## src/rtl/select_mode_fsm.sv

```systemverilog
// Debounced one-hot game-mode selector with a blanking interval between modes and a game-core lock.
// Latency: STABLE_CYCLES to accept a request, plus BLANK_CYCLES before a mode goes active; no handshake, lock holds ACTIVE.
module select_mode_fsm #(
   parameter int N_MODES       = 2,
   parameter int STABLE_CYCLES = 4,
   parameter int BLANK_CYCLES  = 8
) (
   input  logic                       clk65MHz,
   input  logic                       rst,
   input  logic [15:0]                sw,
   input  logic                       lock,
   output logic                       screen_idle,
   output logic [N_MODES-1:0]         mode_onehot,
   output logic [$clog2(N_MODES)-1:0] mode_idx,
   output logic                       mode_change
);

   localparam int IW  = $clog2(N_MODES);
   localparam int MW  = $clog2(N_MODES + 1);
   localparam int CW  = (STABLE_CYCLES > 1) ? $clog2(STABLE_CYCLES) : 1;
   localparam int BCW = (BLANK_CYCLES > 1) ? $clog2(BLANK_CYCLES) : 1;

   localparam logic [MW-1:0]  MODE_IDLE = MW'(N_MODES);
   localparam logic [CW-1:0]  CNT_MAX   = CW'(STABLE_CYCLES - 1);
   localparam logic [BCW-1:0] BCNT_MAX  = BCW'(BLANK_CYCLES - 1);

   typedef enum logic [1:0] {
      ST_IDLE   = 2'd0,
      ST_BLANK  = 2'd1,
      ST_ACTIVE = 2'd2
   } state_t;

   state_t          state, state_nxt;
   logic [IW-1:0]   target, target_nxt;
   logic [BCW-1:0]  bcnt, bcnt_nxt;
   logic [MW-1:0]   cand;
   logic [CW-1:0]   cnt;

   logic [MW-1:0]   req_ones;
   logic [IW-1:0]   req_mode;
   logic [MW-1:0]   decoded;
   logic            acc_vld, acc_idle, acc_mode;
   logic [IW-1:0]   acc_idx;

   logic               screen_idle_nxt;
   logic [N_MODES-1:0] mode_onehot_nxt;
   logic [IW-1:0]      mode_idx_nxt;
   logic               mode_change_nxt;

   // Anything other than exactly one set switch is treated as an idle request.
   always_comb begin
      req_ones = '0;
      req_mode = '0;
      for (int i = 0; i < N_MODES; i++) begin
         if (sw[i]) begin
            req_ones = req_ones + MW'(1);
            req_mode = IW'(i);
         end
      end
      decoded = (req_ones == MW'(1)) ? MW'(req_mode) : MODE_IDLE;
   end

   always_ff @(posedge clk65MHz) begin
      if (rst) begin
         cand <= MODE_IDLE;
         cnt  <= '0;
      end else if (decoded != cand) begin
         cand <= decoded;
         cnt  <= '0;
      end else if (cnt != CNT_MAX) begin
         cnt <= cnt + CW'(1);
      end
   end

   assign acc_vld  = (cnt == CNT_MAX) && (decoded == cand);
   assign acc_idle = acc_vld && (cand == MODE_IDLE);
   assign acc_mode = acc_vld && (cand != MODE_IDLE);
   assign acc_idx  = cand[IW-1:0];

   always_ff @(posedge clk65MHz) begin
      if (rst) begin
         state       <= ST_IDLE;
         target      <= '0;
         bcnt        <= '0;
         screen_idle <= 1'b1;
         mode_onehot <= '0;
         mode_idx    <= '0;
         mode_change <= 1'b0;
      end else begin
         state       <= state_nxt;
         target      <= target_nxt;
         bcnt        <= bcnt_nxt;
         screen_idle <= screen_idle_nxt;
         mode_onehot <= mode_onehot_nxt;
         mode_idx    <= mode_idx_nxt;
         mode_change <= mode_change_nxt;
      end
   end

   always_comb begin
      state_nxt  = state;
      target_nxt = target;
      bcnt_nxt   = bcnt;
      case (state)
         ST_IDLE: begin
            if (acc_mode) begin
               target_nxt = acc_idx;
               bcnt_nxt   = '0;
               state_nxt  = ST_BLANK;
            end
         end
         ST_BLANK: begin
            if (acc_idle) begin
               state_nxt = ST_IDLE;
            end else if (acc_mode && (acc_idx != target)) begin
               // A different accepted mode restarts the whole blank interval.
               target_nxt = acc_idx;
               bcnt_nxt   = '0;
            end else if (bcnt == BCNT_MAX) begin
               state_nxt = ST_ACTIVE;
            end else begin
               bcnt_nxt = bcnt + BCW'(1);
            end
         end
         ST_ACTIVE: begin
            if (!lock) begin
               if (acc_idle) begin
                  state_nxt = ST_IDLE;
               end else if (acc_mode && (acc_idx != target)) begin
                  target_nxt = acc_idx;
                  bcnt_nxt   = '0;
                  state_nxt  = ST_BLANK;
               end
            end
         end
         default: state_nxt = ST_IDLE;
      endcase
   end

   // Outputs are computed from the next state so they line up with the state register.
   always_comb begin
      screen_idle_nxt = (state_nxt != ST_ACTIVE);
      mode_onehot_nxt = '0;
      mode_idx_nxt    = '0;
      if (state_nxt == ST_ACTIVE) begin
         mode_onehot_nxt[target_nxt] = 1'b1;
         mode_idx_nxt                = target_nxt;
      end
      mode_change_nxt = (state_nxt == ST_ACTIVE) != (state == ST_ACTIVE);
   end

endmodule

```

## config.mk

```make
export PLATFORM = sky130hd
export DESIGN_NAME = select_mode_fsm
export DESIGN_NICKNAME = d
export VERILOG_FILES = /design/src/rtl/select_mode_fsm.sv
export SDC_FILE = /design/constraint.sdc
export NUM_CORES = 1
export LEC_CHECK = 0
export BUFFER_PORTS_ARGS = -buffer_cell sky130_fd_sc_hd__buf_2
export CORE_ASPECT_RATIO = 0.8
export CORE_MARGIN = 5
export CORE_UTILIZATION = 35
export DETAILED_ROUTE_END_ITERATION = 8
export GPL_TIMING_DRIVEN = 0
export PLACE_DENSITY = 0.63
export SLEW_MARGIN = 20
export SYNTH_ARGS = -nofsm -noshare
export SYNTH_HDL_FRONTEND = slang
export SYNTH_SLANG_ARGS = --single-unit
```

## constraint.sdc

```tcl
create_clock -name clk65MHz -period 2.9 [get_ports clk65MHz]
set_clock_uncertainty 0.2 [all_clocks]
set_input_delay 0.145 -clock clk65MHz [delete_from_list [all_inputs] [get_ports clk65MHz]]
set_output_delay 0.145 -clock clk65MHz [all_outputs]
set_load 0.01 [all_outputs]
```

Yosys cells after proc, flatten, opt, wreduce, memory -nomap -nowiden
Index checks and enable logic that the tools add are counted.

word-level totals
  output and inout port bits = 5
  bits in registers = 15

operators by class
  bitwise operators = 1
  reduce and logical (&&, ||, !) cells = 10
  mux-type cells = 27
  order comparisons = 2
  add/sub/neg operators = 3
  eq/ne operators = 20

operator list
  cell                 number
  $mux 3               7
  $mux 2               9
  $ne 2x2->1 const B   8
  $pmux 3 s3           1
  $eq 2x2->1 const B   4
  $mux 1               7
  $reduce_and 7->1     1
  $pmux 2 s3           1
  $logic_and 1x1->1    5
  $add 2x1->2 const B  2
  $eq 2x1->1 const B   2
  $reduce_or 2->1      2
  $add 3x1->3 const B  1
  $eq 3x3->1 const B   1
  $ne 3x3->1 const B   1
  $pmux 1 s3           1
  $reduce_bool 3->1    1
  $eq 2x2->1           1
  $logic_not 2->1      1
  $lt 1x2->1 const B   1
  $ne 1x1->1           2
  $ne 2x2->1           1
  $demux 1 s1          1
  $ge 1x1->1 const B   1
  $not 1->1            1

Logic depth before layout (Yosys ltp)
  depth after elaboration = 17
  mapped depth = 7
  depth with buffers taken out = 7

Worst setup path after synthesis
No wires, ideal clock.

  path kind = input to register
  from = input sw[0]
  to = register bcnt[0]
  path slack = 1.000 ns
  arrival time = 1.580 ns
  path buffers = 0
  stages = 7
  path through = inv_1 -> ha_1 -> nor4_2 -> a32oi_1 -> o21bai_1 -> and3b_1 -> mux2_2

between the ends
  word-level cells in the longest chain between the ends = 12
  elaborated cells on any way between the ends = 19
  classes of those cells = add/sub: 1; eq/ne: 7; mux: 6; reduce/logical: 5

RTL lines
  item                  line      text
  from (decl)           10        input logic [15:0] sw,
  $mux 1 *              55        if (sw[i]) begin
  $add 2x1->2           56        req_ones = req_ones + MW'(1);
  $mux 2 *              55
  $eq 2x1->1 *          60        decoded = (req_ones == MW'(1)) ? MW'(req_mode) : MODE_IDLE;
  $mux 2 *              60
  named net decoded[1]  41        logic [MW-1:0] decoded;
  $eq 2x2->1 *          75        assign acc_vld = (cnt == CNT_MAX) && (decoded == cand);
  $logic_and 1x1->1 *   75
  $logic_and 1x1->1     77        assign acc_mode = acc_vld && (cand != MODE_IDLE);
  $logic_and 1x1->1     115, 129
  $mux 3                115       end else if (acc_mode && (acc_idx != target)) begin
  $mux 3                113       if (acc_idle) begin
  $pmux 3 s3            104       case (state)
  to (signal assigned)  92        bcnt <= bcnt_nxt;
  to (decl)             35        logic [BCW-1:0] bcnt, bcnt_nxt;

The timed path passes the listed nets; every way through them passes the cells marked *. The select of a mux whose other input is x is not followed.
A chain may end at the register's enable or synchronous reset.

Worst setup path after layout
  from = register cnt[0]
  to = register bcnt[0]

between the ends
  word-level cells in the longest chain between the ends = 7
  elaborated cells on any way between the ends = 14
  classes of those cells = eq/ne: 6; mux: 3; reduce/logical: 5

RTL lines
  item                    line      text
  from (decl)             37        logic [CW-1:0] cnt;
  from (signal assigned)  71        cnt <= cnt + CW'(1);
  $eq 2x2->1 *            75
  $logic_and 1x1->1 *     75
  $logic_and 1x1->1       77
  $logic_and 1x1->1       115, 129
  $mux 3                  115
  $mux 3                  113
  $pmux 3 s3              104

Mark *: on every way between the ends. The rest lies on a longest branch, timed or not. The select of a mux whose other input is x is not followed.

==> results.md <==
Timing:
- The final count of hold timing violations is 0.
- Measured against its own limit, the worst slew margin works out to 0.675.
- Setup repair after global routing left no endpoint under its margin.
- The worst path needs around 2000 ps of the cycle, external delays included.
- The transition time of the tightest slew-check pin is slightly below 500 ps.
- Dividing the final minimum period by the clock period gives 0.691.
- For the final routed database, the setup TNS stands at 0 ps.
- The highest achievable clock rate is approximately 500 MHz.
- The final max-slew violation count is 0.
- The final setup violation count is 0.

Detailed routing:
- The count of routing violations after the opening detailed-route iteration is 21.
- The remaining design rule violation count is 0.
- Wires add up to 1370 µm.
- Dividing the detail-routed wire length by the instance count gives between 10 and 15 µm.
- The final route contains around 600 vias.
- The routed via count divided by cell count is between 5 and 6.
- Once detail routing completed, the nets flagged for antenna violations numbered 0.
- The first TritonRoute pass finished after 4 iterations.

CTS:
- The clock network latency to the later pin of the worst-skew pair is approximately 280 ps.
- The maximum buffer depth of the clock tree is 2.
- In this run, CTS created clock tree buffers numbering 3.
- The clock tree root driver cell is clkbuf_4.
- CTS saw 14 sinks.
- The TritonCTS clock tree is yes.
- After clock tree synthesis, the clock-pin slew on the worst setup and hold paths is approximately 80 ps.
- In this run the number of H-tree levels came out at 1.

GRT:
- Entering global routing, the biggest net connects 11 pins.
- Across every metal layer, demand over resource in global routing totals 0.0979.
- The overall overflow remaining after global route is 0.
- The number of global-route vias before repair is 498.
- The first global-routing pass estimated approximately 2200 µm of wire.
- The initial antenna violation count is 0.

Yosys:
- The share of synthesized area occupied by flip-flops and latches is 0.396.
- After synthesis the netlist holds a flip-flop and latch count of 14.
- Counting distinct cell types in the post-synthesis netlist gives 34.
- In this run the mean area of a mapped cell was ~9.2 µm².
- The cell count after synthesis came out at between 70 and 80.
- The number of nets handed over by synthesis was 100.
- In this run the cell area of the synthesized design comes to approximately 710 µm².
- The count of synthesis-stage warnings from yosys is 0.

Placed design:
- The weighted congestion at the end of routability-driven global placement is just under 0.8.
- The number of buffer cells added on primary ports is 9.
- The final HPWL from detailed placement is between 1000 and 1500 µm.

Setup path:
- The type of element capturing the critical path is a flop.
- The largest fanout on the critical path is 10.
- The category of the worst setup path launch point is a flop.
- The worst setup path category is flop to flop.
- The signal arrival time at the worst endpoint is 1980 ps.
- For the worst setup path, the data required time is 2870 ps.

Min path:
- In this run the worst hold path is classified as primary input to flop.

Power:
- In this run the static leakage power is between 0.3 and 0.4 nW.
- The power density over cell area is ~450 nW/µm².
- The peak supply drop is ~0.00032 V.

Floorplanning:
- Row generation in the floorplan step produced 14 rows.
- In this run the count of I/O pins placed on the die edge is 24.
- The floorplan step set the die height to around 50 µm.
- The core outline area is 1910 µm².
- The initial core utilization is 0.371.
- The floorplan step defined a die boundary enclosing around 3000 µm².
- The chip width is 60.3 µm.

Finish:
- The area growth from synthesis to layout is 17.1%.
- After the last flow step, the layout net total stands at around 120.
- At the end of the flow the core is filled with cells to 0.434.
- Of the cells placed in the final design, the portion with a size suffix greater than 1 is 0.231.
- The antenna diode count is 0.

Job:
- The count of max-cap constraint violations is 0.

Run status:
- The flow ran to the end, and the final reports show no timing, DRC or antenna violations.
-- registers in the layout, indices dropped and copies added, names as in the netlist --
signal,flops
bcnt,3
cand,2
cnt,2
mode_change,1
mode_onehot,2
screen_idle,1
state,2
target,1
-- layout by cell type (no fill, tap or decap), types with 2 or more instances in the layout --
cell type   n
nand3_1     2
a21oi_1     4
and3b_1     2
a22o_1      2
and4b_1     2
inv_1       6
xnor2_1     2
nor2_1      9
nand2_1     3
or2_2       2
ha_1        4
clkbuf_4    3
nor2b_1     3
o21ai_0     2
buf_2      10
dfxtp_1    14
-- path summary, 6_finish.rpt --
check	start	to	slack (ps)	cells past startpoint
worst max register to register	cnt[0]	bcnt[0]	900	7
worst min register to register	bcnt[2]	bcnt[2]	290	1
worst max-delay path	cnt[0]	bcnt[0]	900	7
worst min-delay path	sw[1]	cand[1]	150	3
-- area by class of cell --
class	instances	area, µm²
buffer	2	12.5
clock buffer	4	36.3
fill	189	1080
inverter	6	22.5
multi-input combinational	55	393
sequential	14	280
tap	24	30.0
timing repair buffer	10	55.1
-- cells by family (layout without fill, tap and decap cells) --
logic type,Yosys count,count (layout),share of synthesized area
flops,14,14,0.396
compound gates,18,18,0.189
simple gates,28,28,0.228
fa+ha+maj,4,4,0.0707
mux,2,2,0.0300
buf+inv,8,22,0.0495
xor+xnor,3,3,0.0371
-- metrics by stage --
stage          power, mW  hold slack [ps]  setup slack, ps  area [µm²]  std cells
6_report           0.375              147              895         830        115
5_1_grt            0.396              134              794         830        115
4_1_cts            0.382              133              894         830        115
3_5_place_dp       0.239              246              712         783        110
3_3_place_gp       0.237              242              761         783        110
2_1_floorplan      0.228             16.6             1000         708         77
-- metal layers --
layer	part of all wire	global-route usage
met1	0.46	0.125
met2	0.40	0.133
met3	0.13	0.0538
met4	0.017	0.0443
met5	0	0
-- Yosys cell counts, drive strengths merged --
cell	count	area, µm²
buf	2	12.5
nand2	3	11.3
inv	6	22.5
a22oi	1	7.51
a221o	1	10.0
or2	2	12.5
and2	1	6.26
nand3	2	10.0
nand4	1	6.26
o21bai	2	18.8
nor2b	3	18.8
a22o	2	17.5
nor2	9	33.8
mux2i	1	10.0
xnor2	2	17.5
and4b	2	20.0
a221oi	1	8.76
mux2	1	11.3
o22ai	1	6.26
nor4	1	12.5
a311oi	1	8.76
and3b	2	17.5
a32oi	1	8.76
a31o	1	8.76
a21oi	4	20.0
nand3b	1	7.51
ha	4	50.1
o21ai	2	10.0
dfxtp	14	280
nor3	1	5.00
xor2	1	8.76
a41oi	1	8.76
-- worst max-delay path, cell delays in order (launching register included) --
cell,delay (ps)
dfxtp_1,360
ha_1,140
buf_2,210
and4b_1,230
a32oi_1,60
o21bai_1,220
and3b_1,210
mux2_2,260
-- where the power goes --
part | total (mW) | internal (mW) | leakage (nW) | switching [mW]
logic | 0.0353 | 0.0153 | 0.241 | 0.0200
registers | 0.200 | 0.196 | 0.113 | 0.00441
clock network | 0.140 | 0.0764 | 0.0210 | 0.0636
-- timing repair --
| action | 4_1_cts | 5_1_grt |
|---|---|---|
| setup buffers | 0 | 0 |
| hold buffers | 1 | 0 |
| endpoints found under the hold margin | 5 | 0 |
| resized for setup | 0 | 0 |
Power figures use the tool's default switching activity.
